--- src/rtl/axi_lite_master.sv ---
`default_nettype none
// ============================================================================
// axi_lite_master : single-outstanding AXI4-Lite master behind a valid/ready
//                   request port, reporting data, error and latency per access
// Revision: 1.0
// ============================================================================
module axi_lite_master #(
  parameter int AXI_AWIDTH = 32,
  parameter int AXI_DWIDTH = 32
) (
  input  logic                    AXI_ACLK,
  input  logic                    AXI_ARESETN,
  input  logic                    REQ_VALID,
  output logic                    REQ_READY,
  input  logic                    REQ_WE,
  input  logic [AXI_AWIDTH-1:0]   REQ_ADDR,
  input  logic [AXI_DWIDTH-1:0]   REQ_WDATA,
  input  logic [AXI_DWIDTH/8-1:0] REQ_WSTRB,
  output logic                    RSP_VALID,
  output logic [AXI_DWIDTH-1:0]   RSP_RDATA,
  output logic                    RSP_ERR,
  output logic [15:0]             RSP_LATENCY,
  output logic [AXI_AWIDTH-1:0]   AXI_AWADDR,
  output logic                    AXI_AWVALID,
  input  logic                    AXI_AWREADY,
  output logic [AXI_DWIDTH-1:0]   AXI_WDATA,
  output logic [AXI_DWIDTH/8-1:0] AXI_WSTRB,
  output logic                    AXI_WVALID,
  input  logic                    AXI_WREADY,
  input  logic [1:0]              AXI_BRESP,
  input  logic                    AXI_BVALID,
  output logic                    AXI_BREADY,
  output logic [AXI_AWIDTH-1:0]   AXI_ARADDR,
  output logic                    AXI_ARVALID,
  input  logic                    AXI_ARREADY,
  input  logic [AXI_DWIDTH-1:0]   AXI_RDATA,
  input  logic [1:0]              AXI_RRESP,
  input  logic                    AXI_RVALID,
  output logic                    AXI_RREADY
);

  typedef enum logic [2:0] {
    IDLE    = 3'd0,
    WR_REQ  = 3'd1,
    WR_RESP = 3'd2,
    RD_REQ  = 3'd3,
    RD_DATA = 3'd4
  } state_t;

  state_t                    state, state_nxt;
  logic [AXI_AWIDTH-1:0]     addr_q;
  logic [AXI_DWIDTH-1:0]     wdata_q;
  logic [AXI_DWIDTH/8-1:0]   wstrb_q;
  logic                      aw_done, w_done;
  logic [15:0]               lat_cnt;
  logic [15:0]               lat_inc;
  logic                      txn_end;
  logic [1:0]                resp_code;
  logic                      rsp_valid_q, rsp_err_q;
  logic [AXI_DWIDTH-1:0]     rsp_rdata_q;
  logic [15:0]               rsp_latency_q;

  assign AXI_AWADDR  = addr_q;
  assign AXI_ARADDR  = addr_q;
  assign AXI_WDATA   = wdata_q;
  assign AXI_WSTRB   = wstrb_q;
  assign RSP_VALID   = rsp_valid_q;
  assign RSP_ERR     = rsp_err_q;
  assign RSP_RDATA   = rsp_rdata_q;
  assign RSP_LATENCY = rsp_latency_q;
  assign lat_inc     = (lat_cnt == 16'hFFFF) ? 16'hFFFF : lat_cnt + 16'd1;

  always_ff @(posedge AXI_ACLK) begin
    if (!AXI_ARESETN) state <= IDLE;
    else              state <= state_nxt;
  end

  always_comb begin
    state_nxt   = state;
    REQ_READY   = 1'b0;
    AXI_AWVALID = 1'b0;
    AXI_WVALID  = 1'b0;
    AXI_BREADY  = 1'b0;
    AXI_ARVALID = 1'b0;
    AXI_RREADY  = 1'b0;
    txn_end     = 1'b0;
    resp_code   = 2'b00;
    case (state)
      IDLE: begin
        REQ_READY = 1'b1;
        if (REQ_VALID) state_nxt = REQ_WE ? WR_REQ : RD_REQ;
      end
      WR_REQ: begin
        // AW and W retire independently; leave once both have completed
        AXI_AWVALID = !aw_done;
        AXI_WVALID  = !w_done;
        if ((aw_done || AXI_AWREADY) && (w_done || AXI_WREADY)) state_nxt = WR_RESP;
      end
      WR_RESP: begin
        AXI_BREADY = 1'b1;
        if (AXI_BVALID) begin
          txn_end   = 1'b1;
          resp_code = AXI_BRESP;
          state_nxt = IDLE;
        end
      end
      RD_REQ: begin
        AXI_ARVALID = 1'b1;
        if (AXI_ARREADY) state_nxt = RD_DATA;
      end
      RD_DATA: begin
        AXI_RREADY = 1'b1;
        if (AXI_RVALID) begin
          txn_end   = 1'b1;
          resp_code = AXI_RRESP;
          state_nxt = IDLE;
        end
      end
      default: state_nxt = IDLE;
    endcase
  end

  always_ff @(posedge AXI_ACLK) begin
    if (!AXI_ARESETN) begin
      addr_q        <= '0;
      wdata_q       <= '0;
      wstrb_q       <= '0;
      aw_done       <= 1'b0;
      w_done        <= 1'b0;
      lat_cnt       <= 16'd0;
      rsp_valid_q   <= 1'b0;
      rsp_err_q     <= 1'b0;
      rsp_rdata_q   <= '0;
      rsp_latency_q <= 16'd0;
    end else begin
      // lat_cnt counts the acceptance edge as 1
      if (state == IDLE && REQ_VALID) begin
        addr_q  <= REQ_ADDR;
        wdata_q <= REQ_WDATA;
        wstrb_q <= REQ_WSTRB;
        lat_cnt <= 16'd1;
      end else if (state != IDLE) begin
        lat_cnt <= lat_inc;
      end

      if (state == WR_REQ) begin
        if (AXI_AWVALID && AXI_AWREADY) aw_done <= 1'b1;
        if (AXI_WVALID && AXI_WREADY)   w_done  <= 1'b1;
      end else begin
        aw_done <= 1'b0;
        w_done  <= 1'b0;
      end

      rsp_valid_q <= txn_end;
      if (txn_end) begin
        rsp_err_q     <= resp_code[1];
        rsp_rdata_q   <= (state == RD_DATA) ? AXI_RDATA : '0;
        rsp_latency_q <= lat_inc;
      end
    end
  end

endmodule
`default_nettype wire

--- config.mk ---
export PLATFORM = sky130hd
export DESIGN_NAME = axi_lite_master
export DESIGN_NICKNAME = d
export VERILOG_FILES = /design/src/rtl/axi_lite_master.sv
export SDC_FILE = /design/constraint.sdc
export NUM_CORES = 1
export LEC_CHECK = 0
export ABC_AREA = 1
export CAP_MARGIN = 0
export CORE_MARGIN = 2
export CORE_UTILIZATION = 24
export CTS_CLUSTER_SIZE = 24
export DETAILED_ROUTE_END_ITERATION = 8
export PLACE_DENSITY = 0.5
export SLEW_MARGIN = 20
export SYNTH_ARGS = -nofsm -noshare
export SYNTH_HDL_FRONTEND = slang
export SYNTH_SLANG_ARGS = --single-unit
--- constraint.sdc ---
create_clock -name AXI_ACLK -period 2.8 [get_ports AXI_ACLK]
set_input_delay 0.42 -clock AXI_ACLK [delete_from_list [all_inputs] [get_ports AXI_ACLK]]
set_output_delay 0.42 -clock AXI_ACLK [all_outputs]
set_load 0.01 [all_outputs]
After elaboration in Yosys (flattened, before gate mapping)
Cells that the tools add are included.
{"block": "totals", "regBits": 139, "latch_bits": 0, "ram_bits": 0, "mem_bits_ro": 0, "out_inout_bits": 156, "elab_cells": 61, "mem_count": 0}
{"block": "classes", "addsub": 1, "n_mul": 0, "div": 0, "n_lt_le_gt_ge": 0, "n_eq_ne": 10, "shift": 0, "n_mux": 23, "n_bitwise": 1, "reduce_logical": 14}
{"cell": "$mux W32", "n": 1}
{"cell": "$add A16 B1 Y16 const B", "n": 1}
{"cell": "$eq A16 B16 Y1 const B", "n": 1}
{"cell": "$mux W16", "n": 1}
{"cell": "$mux W3", "n": 5}
{"cell": "$pmux W3 S5", "n": 1}
{"cell": "$mux W1", "n": 10}
{"cell": "$ne A2 B2 Y1 const B", "n": 5}
{"cell": "$eq A3 B2 Y1 const B", "n": 2}
{"cell": "$mux W2", "n": 3}
{"cell": "$reduce_and A5 Y1", "n": 1}
{"cell": "$logic_and A1 B1 Y1", "n": 4}
{"cell": "$pmux W2 S2", "n": 1}
{"cell": "$eq A3 B1 Y1 const B", "n": 1}
{"cell": "$eq A3 B3 Y1 const B", "n": 1}
{"cell": "$logic_not A3 Y1", "n": 1}
{"cell": "$reduce_bool A3 Y1", "n": 1}
{"cell": "$logic_not A1 Y1", "n": 2}
{"cell": "$logic_or A1 B1 Y1", "n": 2}
{"cell": "$pmux W1 S2", "n": 1}
{"cell": "$reduce_and A2 Y1", "n": 1}
{"cell": "$reduce_bool A2 Y1", "n": 1}
{"cell": "$reduce_or A2 Y1", "n": 1}
{"cell": "$not A1 Y1", "n": 1}

Depth between registers and ports, before layout
Gate-level depths: netlist (run 1).
{"block": "depth", "depth_word": 4, "ltp_mapped": 10, "mapped_depth_nobuf": 10}

Least setup slack after synthesis (run 1)
No wires, ideal clock.
{"block": "synth_timing", "path_kind": "reg-to-output", "start": "reg state[0]", "end": "out REQ_READY", "arrival_ns": 1.063, "t_required_ns": 2.380, "setup_slack_ns": 1.317, "path_stages_with_launch": 7, "n_path_buf": 3, "cell_sequence": "dfxtp_1 -> buf_2 -> nor2_1 -> nand2_2 -> inv_2 -> buf_4 -> buf_2"}
{"block": "synth_between", "elab_chain_cells": 2}
{"item": "from (decl)", "line": "50", "rtl": "state_t state, state_nxt;"}
{"item": "from (signal assigned)", "line": "75", "rtl": "else state <= state_nxt;"}
{"item": "$logic_not A3 Y1", "line": "88", "rtl": "case (state)"}
{"item": "$mux W1", "line": "88"}
{"item": "to (decl)", "line": "14", "rtl": "output logic REQ_READY,"}
Every way passes these cells.

Worst setup path after layout (run 1)
Same ends and word-level chain as after synthesis.

==> results of run 1 <==
## area by class of cell
| type | count | area (µm²) | share of cell area |
|---|---|---|---|
| flip-flops and latches | 139 | 2780 | 0.304 |
| repair buffers | 276 | 2740 | 0.299 |
| multi-input cells | 505 | 2340 | 0.255 |
| clock buffers | 17 | 425 | 0.0465 |
| well taps | 324 | 405 | 0.0443 |
| clock inverters | 14 | 267 | 0.0291 |
| inverters | 53 | 199 | 0.0217 |
## layer usage
layer,GRT usage,vias to the layer above,share of wire
li1,-,2945,-
met4,0.0360,0,0.010
met5,0,-,0
met3,0.0556,15,0.082
met2,0.243,222,0.44
met1,0.200,2617,0.47
## worst min-delay path, cell delays in order
cell and delay (ps):
buf_2 180, nand3_1 100, o21ai_1 50
## stage by stage
stage               std cells  hold slack (ps)
floorplan                 780              443
global placement         1297              448
detailed placement       1297              455
CTS                      1328              364
global route             1328              396
finish                   1328              385
## logic make-up after synthesis
logic type	synth area share
AO/OA/AOI/OAI	0.137
XOR/XNOR	0.0105
adder cells (fa/ha/maj)	0.00214
buffers and inverters	0.124
flip-flops	0.476
AND/OR/NAND/NOR	0.250
## power groups by stage
stage	logic [W]	clock network, W	registers (W)
floorplan	0.000660	0	0.00234
global placement	0.00129	0	0.00231
detailed placement	0.00129	0	0.00232
CTS	0.00129	0.00276	0.00228
global route	0.00140	0.00284	0.00230
finish	0.00127	0.00268	0.00227
## registers in the layout, indices dropped and copies added, names as in the netlist
name and cells:
lat_cnt 16, AXI_WSTRB 4, AXI_ARADDR 32, aw_done 1, AXI_WDATA 32, RSP_VALID 1
w_done 1, state 3, RSP_LATENCY 16, RSP_ERR 1, RSP_RDATA 32
## cells in the final DEF, fill, tap and decap left out, drive strengths merged
cell type,count
clkinv,3
buf,12
clkdlybuf4s50,264
clkinvlp,1
clkbuf,17
dfxtp,139
a21oi,85
xnor2,2
nand3b,1
inv,56
a31oi,1
bufinv,7
nor2,55
o21ai,74
nor3,2
xor2,5
nand3,118
nand4,2
ha,1
nand2,159
## path summary, 6_finish.rpt
kind	startpoint	end	slack, ps	cells past startpoint
max reg2reg	state[1]	RSP_LATENCY[0]	820	7
min reg2reg	AXI_WDATA[28]	AXI_WDATA[28]	460	2
max	state[0]	REQ_READY	390	4
min	AXI_ARESETN	RSP_RDATA[4]	390	3
==> results by group, run 1 <==
Status
  • Status: finished, final reports clean

Detailed routing
  • Initial drt markers: 362
  • First-pass iteration count of the detailed router: 4
  • Vias: 5799
  • DRC: 0
  • Post-DR wirelength/cell: 15.1 µm
  • ANT nets after route: 0
  • Vias per cell: 4.37
  • Total routed wirelength: 20000 µm

Synthesis
  • Ys Warns: 0
  • Post-synth ARST share: 0
  • Most common cell in the synthesized netlist: nand2_1
  • Top-area cell type share of the netlist area: 0.476
  • Netlist cell types: 24
  • Top post-synthesis cells by area: dfxtp_1 48%, nand3_1 10%, nand2_1 9.9%
  • Synthesized cell area: 5850 µm²
  • Fraction of the yosys area taken by sequential cells: 0.476
  • Net Count, Synth: 894
  • Number of flops mapped to enable cells by yosys: 0
  • Synth area leader: dfxtp_1
  • Flops & latches, synth: 139
  • Prevailing post-synth register cell: dfxtp_1
  • Syn_area_per_cell: 7.49 µm²
  • Cells after synthesis: 780
  • List of most frequent post-synthesis cells: 154 x nand2_1, 139 x dfxtp_1, 118 x nand3_1, 85 x a21oi_1, 55 x nor2_1

Pwr
  • Switching power: 0.00171 W
  • Pleak: 3.47 nW
  • Switching Fraction: 0.274
  • Power Density: 680 nW/µm²
  • Cell internal pwr: 0.00452 W
  • Clk pwr share: 0.431
  • Part of the power in registers: 0.365
  • Max VDD drop: 339 µV
  • Logic pwr share: 0.204
  • Overall power: 0.00623 W

Final layout
  • Filler Cell Count: 2532
  • Design Area, Final: 9160 µm²
  • Nets@finish: 1106
  • Layout area overhead: 56.7%
  • Layout cell share with drive strength beyond 1: 0.0558
  • Layout Utilization: 0.380
  • Antenna diodes: 0

GRT
  • First-pass GRT wire length: 31400 µm
  • Largest net degree at the start of global routing: 50
  • Gr usage total: 0.154
  • Number of global-route vias before repair: 5604
  • Remaining Overflow, GRT: 0
  • Antenna violations before repair: 0

Critical path
  • Worst setup EP type: output pin
  • WP buf/inv: 2
  • Crit-path leading delay family: buffers and inverters
  • CP cell instances: nor2_1 > nand2_2 > inv_2 > clkdlybuf4s50_1
  • CP Max Fanout: 19
  • CP Data Required Time: 2380 ps
  • Slowest stage delay, CP: 570 ps
  • CP max stage cell: clkdlybuf4s50_1
  • Critical Setup Path Class: reg -> out
  • CP startpoint kind: register
  • CP arrival: 1990 ps

Timing
  • Slew headroom: 0.401
  • Final Max Tran Viols: 0
  • F_max: 0.416 GHz
  • Setup-failing EPs final: 0
  • Clk_skew: 9.89 ps
  • Worst Tran Pin Value: 897 ps
  • RSZ-0062 raised after global routing: false
  • Tmin final: 2410 ps
  • Final setup TNS: 0 ps
  • Final period util: 0.859
  • Fin. Hold Viols: 0
  • Setup ws final: 394 ps

Clocking
  • Postcts setup bufs: 0
  • CTS tree: done
  • Clk_lat worst skew: 420 ps
  • Cts hold-fix bufs: 0
  • Clk sinks: 139
  • Max Buffers Root-to-Sink: 2
  • Clk pin slew, worst setup/hold paths: 70 ps
  • Num CTS Buffers: 17
  • Htree depth: 4
  • Cells resized by post-CTS repair: 0
  • Clock Root Buffer: clkbuf_16

Floorplan
  • DIE HEIGHT: 160 µm
  • Rows: 57
  • Core Area: 24100 µm²
  • Die ar.: 25600 µm²
  • IO Count: 269
  • Initial Util: 0.242
  • Die W: 160 µm

Placed design
  • Dpl cell area: 8470 µm²
  • GPL Wtd Cong: 0.789
  • Post-DP HPWL: 14000 µm
  • DP Worst Slack: 475 ps
  • IO Port Bufs: 266

Min path
  • Hold crit path type: in -> reg

Run
  • Max Cap Viol: 0
Power figures use the tool's default switching activity.
==> run 2: changes to the inputs <==
Settings changed: CORE_MARGIN 2 to 3, CTS_CLUSTER_SIZE 24 to unset.
==> results by group, run 2 (synthesis results as in run 1) <==
Timing
  • Final setup TNS: 0 ps (unchanged)
  • Worst Tran Pin Value: 860 ps (was 897 ps)
  • F_max: 0.418 GHz (was 0.416 GHz)
  • RSZ-0062 raised after global routing: false (unchanged)
  • Final period util: 0.855 (was 0.859)
  • Final Max Tran Viols: 0 (unchanged)
  • Clk_skew: 11.1 ps (was 9.89 ps)
  • Tmin final: 2390 ps (was 2410 ps)
  • Slew headroom: 0.426 (was 0.401)
  • Setup-failing EPs final: 0 (unchanged)
  • Fin. Hold Viols: 0 (unchanged)

Final layout
  • Commonest non-fill, non-tap cells in the layout: 264 x clkdlybuf4s50_1, 154 x nand2_1, 139 x dfxtp_1 (unchanged)
  • Sequential Area: 2780 µm² (unchanged)
  • Multi-input gate area: 2340 µm² (unchanged)
  • Layout cell share with drive strength beyond 1: 0.0548 (was 0.0558)
  • Antenna diodes: 0 (unchanged)
  • Layout Utilization: 0.385 (was 0.380)
  • Most common cell after layout, fill and taps aside: clkdlybuf4s50_1 (unchanged)
  • Layout area overhead: 55.8% (was 56.7%)
  • Nets@finish: 1105 (was 1106)
  • Design Area, Final: 9110 µm² (was 9160 µm²)
  • Filler Cell Count: 2534 (was 2532)

Min path
  • Hold Crit Endpoint: AXI_WDATA[29] (was RSP_RDATA[4])
  • Worst Hold Launch: AXI_WDATA[29] (was AXI_ARESETN)
  • Hold crit path type: reg -> reg (was in -> reg)
  • Hold path depth: 2 (was 3)

Critical path
  • R2R Setup Slk: 780 ps (was 820 ps)
  • CP Max Fanout: 19 (unchanged)
  • Reg2reg path depth: 7 (unchanged)
  • Critical Setup Path Class: reg -> out (unchanged)
  • CP Data Required Time: 2380 ps (about the same)
  • Worst r2r src: state[1] (unchanged)
  • Worst R2R End: RSP_LATENCY[0] (unchanged)
  • Worst setup EP type: output pin (unchanged)
  • CP arrival: 1970 ps (was 1990 ps)
  • CP startpoint kind: register (unchanged)

Clocking
  • Clk sinks: 139 (unchanged)
  • Clk pin slew, worst setup/hold paths: 60 ps (was 70 ps)
  • Postcts setup bufs: 0 (unchanged)
  • CTS tree: done (unchanged)
  • Htree depth: 4 (unchanged)
  • Max Buffers Root-to-Sink: 2 (unchanged)
  • Cts hold-fix bufs: 0 (unchanged)
  • Clock Root Buffer: clkbuf_16 (unchanged)
  • Clk_lat worst skew: 420 ps (about the same)
  • Cells resized by post-CTS repair: 0 (unchanged)
  • Num CTS Buffers: 17 (unchanged)

Pwr
  • Max VDD drop: 345 µV (was 339 µV)
  • Power Density: 667 nW/µm² (was 680 nW/µm²)
  • Pleak: 3.44 nW (was 3.47 nW)
  • Overall power: 0.00607 W (was 0.00623 W)

Detailed routing
  • Post-DR wirelength/cell: 15.2 µm (was 15.1 µm)
  • Initial drt markers: 358 (was 362)
  • First-pass iteration count of the detailed router: 5 (was 4)
  • ANT nets after route: 0 (unchanged)
  • Total routed wirelength: 20000 µm (about the same)
  • Vias per cell: 4.37 (about the same)
  • DRC: 0 (unchanged)
  • Vias: 5774 (was 5799)

GRT
  • Remaining Overflow, GRT: 0 (unchanged)
  • Number of global-route vias before repair: 5579 (was 5604)
  • Largest net degree at the start of global routing: 83 (was 50)
  • First-pass GRT wire length: 31100 µm (was 31400 µm)
  • Antenna violations before repair: 0 (unchanged)
  • Gr usage total: 0.149 (was 0.154)

Floorplan
  • Initial Util: 0.247 (was 0.242)
  • Die ar.: 26300 µm² (was 25600 µm²)
  • Rows: 56 (was 57)
  • Die W: 162 µm (was 160 µm)
  • IO Count: 269 (unchanged)
  • DIE HEIGHT: 162 µm (was 160 µm)
  • Core Area: 23700 µm² (was 24100 µm²)

Placed design
  • Dpl cell area: 8450 µm² (was 8470 µm²)
  • GPL Wtd Cong: 0.800 (was 0.789)
  • IO Port Bufs: 266 (unchanged)
  • Post-DP HPWL: 13700 µm (was 14000 µm)

Status
  • Status: finished, final reports clean (unchanged)

Run
  • Max Cap Viol: 0 (unchanged)
## run 2: cell types whose count changed in the layout (fill, tap and decap cells not counted), sizes merged
cell    before  now
buf         12   11
bufinv       7    5
clkbuf      17   18
clkinv       3    5
inv         56   55
## run 2: critical path, stage by stage, from the launching register on
cell             delay, ps
dfxtp_1                390
nor2_1                 140
nand2_2                250
inv_2                  190
clkdlybuf4s50_1        590
## run 2: metrics by stage
step | instances | setup slack, ps | hold slack, ps
2_1_floorplan | 780 | 1320 | 443
3_3_place_gp | 1291 | 496 | 447
3_5_place_dp | 1291 | 490 | 453
4_1_cts | 1322 | 345 | 463
5_1_grt | 1322 | 172 | 485
6_report | 1322 | 405 | 461
## run 2: final cells by class
type,instances,area share
sequential,139,0.306
timing repair buffer,275,0.300
multi-input combinational,505,0.257
clock buffer,18,0.0482
tap,319,0.0438
clock inverter,13,0.0236
inverter,53,0.0218
## run 2: how the worst max path moves through the flow
stage,to,cells past startpoint,slack (ps),from
after detailed placement,RSP_LATENCY[0],6,490,AXI_RVALID
after global placement,RSP_LATENCY[0],6,500,AXI_RVALID
after CTS,REQ_READY,4,350,state[0]
final,REQ_READY,4,410,state[0]
after global routing,AXI_WVALID,5,170,state[0]
after floorplan,REQ_READY,6,1320,state[0]
## run 2: where the power goes
group | internal (W) | switching (W) | leakage [nW]
sequential | 0.00214 | 0.000127 | 1.13
combinational | 0.000611 | 0.000661 | 1.99
clock | 0.00161 | 0.000922 | 0.317
## run 2: routing by layer
metal | global-route usage | vias to the layer above | part of all wire
met1 | 0.195 | 2587 | 0.46
met4 | 0.0523 | 0 | 0.019
met2 | 0.225 | 224 | 0.42
li1 | - | 2937 | -
met5 | 0 | - | 0
met3 | 0.0566 | 26 | 0.096
==> run 3: changes to the inputs <==
Settings changed: CORE_UTILIZATION 24 to 43, PLACE_DENSITY 0.5 to 0.82.
==> results by group, run 3 (synthesis results as in run 1) <==
Status
  • Status: finished, final reports clean (unchanged)

Placed design
  • Dpl cell area: 8300 µm² (was 8450 µm²)
  • Post-DP HPWL: 13100 µm (was 13700 µm)
  • Post-Place Cells: 1143 (was 1291)
  • DP Worst Slack: 596 ps (was 490 ps)
  • GPL Wtd Cong: 0.911 (was 0.800)
  • IO Port Bufs: 266 (unchanged)

Detailed routing
  • Total routed wirelength: 18500 µm (was 20000 µm)
  • DRC: 0 (unchanged)
  • ANT nets after route: 0 (unchanged)
  • Metal1 wirelength: 7430 µm (was 9230 µm)
  • Highest routed layer: met5 (was met4)
  • Vias: 5937 (was 5774)
  • First-pass iteration count of the detailed router: 6 (was 5)
  • Vias per cell: 5.05 (was 4.37)
  • Met3 routed WL: 1640 µm (was 1930 µm)
  • DR WL met2: 8880 µm (was 8500 µm)
  • Initial drt markers: 445 (was 358)
  • Post-DR wirelength/cell: 15.8 µm (was 15.2 µm)

GRT
  • Antenna violations before repair: 2 (was 0)
  • Gr usage total: 0.242 (was 0.149)
  • Largest net degree at the start of global routing: 84 (was 83)
  • Number of global-route vias before repair: 5545 (was 5579)
  • Remaining Overflow, GRT: 0 (unchanged)
  • First-pass GRT wire length: 28400 µm (was 31100 µm)

Timing
  • Setup ws final: 423 ps (was 405 ps)
  • Final Max Tran Viols: 0 (unchanged)
  • Final period util: 0.849 (was 0.855)
  • WHS: 350 ps (was 461 ps)
  • Final setup TNS: 0 ps (unchanged)
  • Slew headroom: 0.456 (was 0.426)
  • Setup-failing EPs final: 0 (unchanged)
  • Fin. Hold Viols: 0 (unchanged)
  • Worst Tran Pin Value: 815 ps (was 860 ps)
  • Tmin final: 2380 ps (was 2390 ps)
  • RSZ-0062 raised after global routing: false (unchanged)
  • Clk_skew: 10.3 ps (was 11.1 ps)
  • F_max: 0.421 GHz (was 0.418 GHz)

Clocking
  • Clk pin slew, worst setup/hold paths: 60 ps (about the same)
  • Postcts setup bufs: 0 (unchanged)
  • Clock Root Buffer: clkbuf_16 (unchanged)
  • Cts hold-fix bufs: 0 (unchanged)
  • Num CTS Buffers: 17 (unchanged)
  • CTS tree: done (unchanged)
  • Htree depth: 4 (unchanged)
  • Clk sinks: 139 (unchanged)
  • Max Buffers Root-to-Sink: 2 (unchanged)
  • Clk_lat worst skew: 430 ps (was 420 ps)
  • Cells resized by post-CTS repair: 0 (unchanged)

Critical path
  • Most used cell along the critical path: nor2_1
  • Slowest stage delay, CP: 570 ps (was 590 ps)
  • Worst setup EP type: output pin (unchanged)
  • WP buf/inv: 2 (unchanged)
  • CP Max Fanout: 7 (was 19)
  • CP cell instances: nand2_1 > nor2_1 > inv_1 > nor2_1 > clkdlybuf4s50_1 (was nor2_1 > nand2_2 > inv_2 > clkdlybuf4s50_1)
  • CP arrival: 1960 ps (was 1970 ps)
  • Crit-path leading delay family: buffers and inverters (unchanged)
  • CP Data Required Time: 2380 ps (about the same)
  • Critical Setup Path Class: reg -> out (unchanged)
  • CP max stage cell: clkdlybuf4s50_1 (unchanged)
  • CP startpoint kind: register (unchanged)

Pwr
  • Pleak: 3.39 nW (was 3.44 nW)
  • Max VDD drop: 474 µV (was 345 µV)
  • Power Density: 638 nW/µm² (was 667 nW/µm²)

Final layout
  • Nets@finish: 1104 (was 1105)
  • Most common cell after layout, fill and taps aside: clkdlybuf4s50_1 (unchanged)
  • Commonest non-fill, non-tap cells in the layout: 264 x clkdlybuf4s50_1, 154 x nand2_1, 139 x dfxtp_1 (unchanged)
  • Design Area, Final: 8850 µm² (was 9110 µm²)
  • Final Non-Filler Cells: 1176 (was 1322)
  • Layout area overhead: 51.4% (was 55.8%)
  • Layout cell share with drive strength beyond 1: 0.0548 (unchanged)

Run
  • Max Cap Viol: 0 (unchanged)

Min path
  • Hold crit path type: in -> reg (was reg -> reg)

Floorplan
  • Core Area: 12900 µm² (was 23700 µm²)
  • IO Count: 269 (unchanged)
  • Die W: 123 µm (was 162 µm)
  • Rows: 41 (was 56)
  • Initial Util: 0.452 (was 0.247)
  • Die ar.: 15000 µm² (was 26300 µm²)
  • DIE HEIGHT: 123 µm (was 162 µm)
==> run 3: power by group <==
group,switching [W],internal (W),total (W)
clock,0.000881,0.00121,0.00210
sequential,0.000125,0.00214,0.00227
combinational,0.000656,0.000623,0.00128
total,0.00166,0.00398,0.00564
==> run 3: metrics by stage <==
stage / utilization / power, W
6_report: 0.685 / 0.00564
5_1_grt: 0.685 / 0.00591
4_1_cts: 0.685 / 0.00568
3_5_place_dp: 0.642 / 0.00359
3_3_place_gp: 0.642 / 0.00357
2_1_floorplan: - / 0.00300
==> run 3: worst register-to-register path, stage by stage (launching register included) <==
cell and delay, ps:
dfxtp_1 420, inv_2 70, nor3_4 340, nand2_1 160, nand2_4 250, inv_2 380
o21ai_0 280, inv_1 50
==> run 3: layout make-up <==
type,count,area (µm²)
Antenna cell,1,2.50
Fill cell,1060,4080
Sequential cell,139,2780
Clock inverter,15,126
Inverter,53,199
Tap cell,172,215
Timing Repair Buffer,274,2760
Multi-Input combinational cell,505,2340
Clock buffer,17,425
==> run 3: layer usage <==
layer	vias to the layer above	GRT usage
met5	-	0
met4	2	0.104
met3	37	0.0862
met2	264	0.394
met1	2690	0.288
li1	2944	-
==> run 3: path summary, 6_finish.rpt <==
path | from | end | slack (ps) | cells past startpoint
setup / recovery | state[0] | AXI_WVALID | 420 | 5
hold / removal | AXI_ARESETN | RSP_LATENCY[9] | 350 | 3
setup reg to reg | state[2] | RSP_LATENCY[0] | 730 | 7
hold reg to reg | AXI_WDATA[31] | AXI_WDATA[31] | 460 | 2
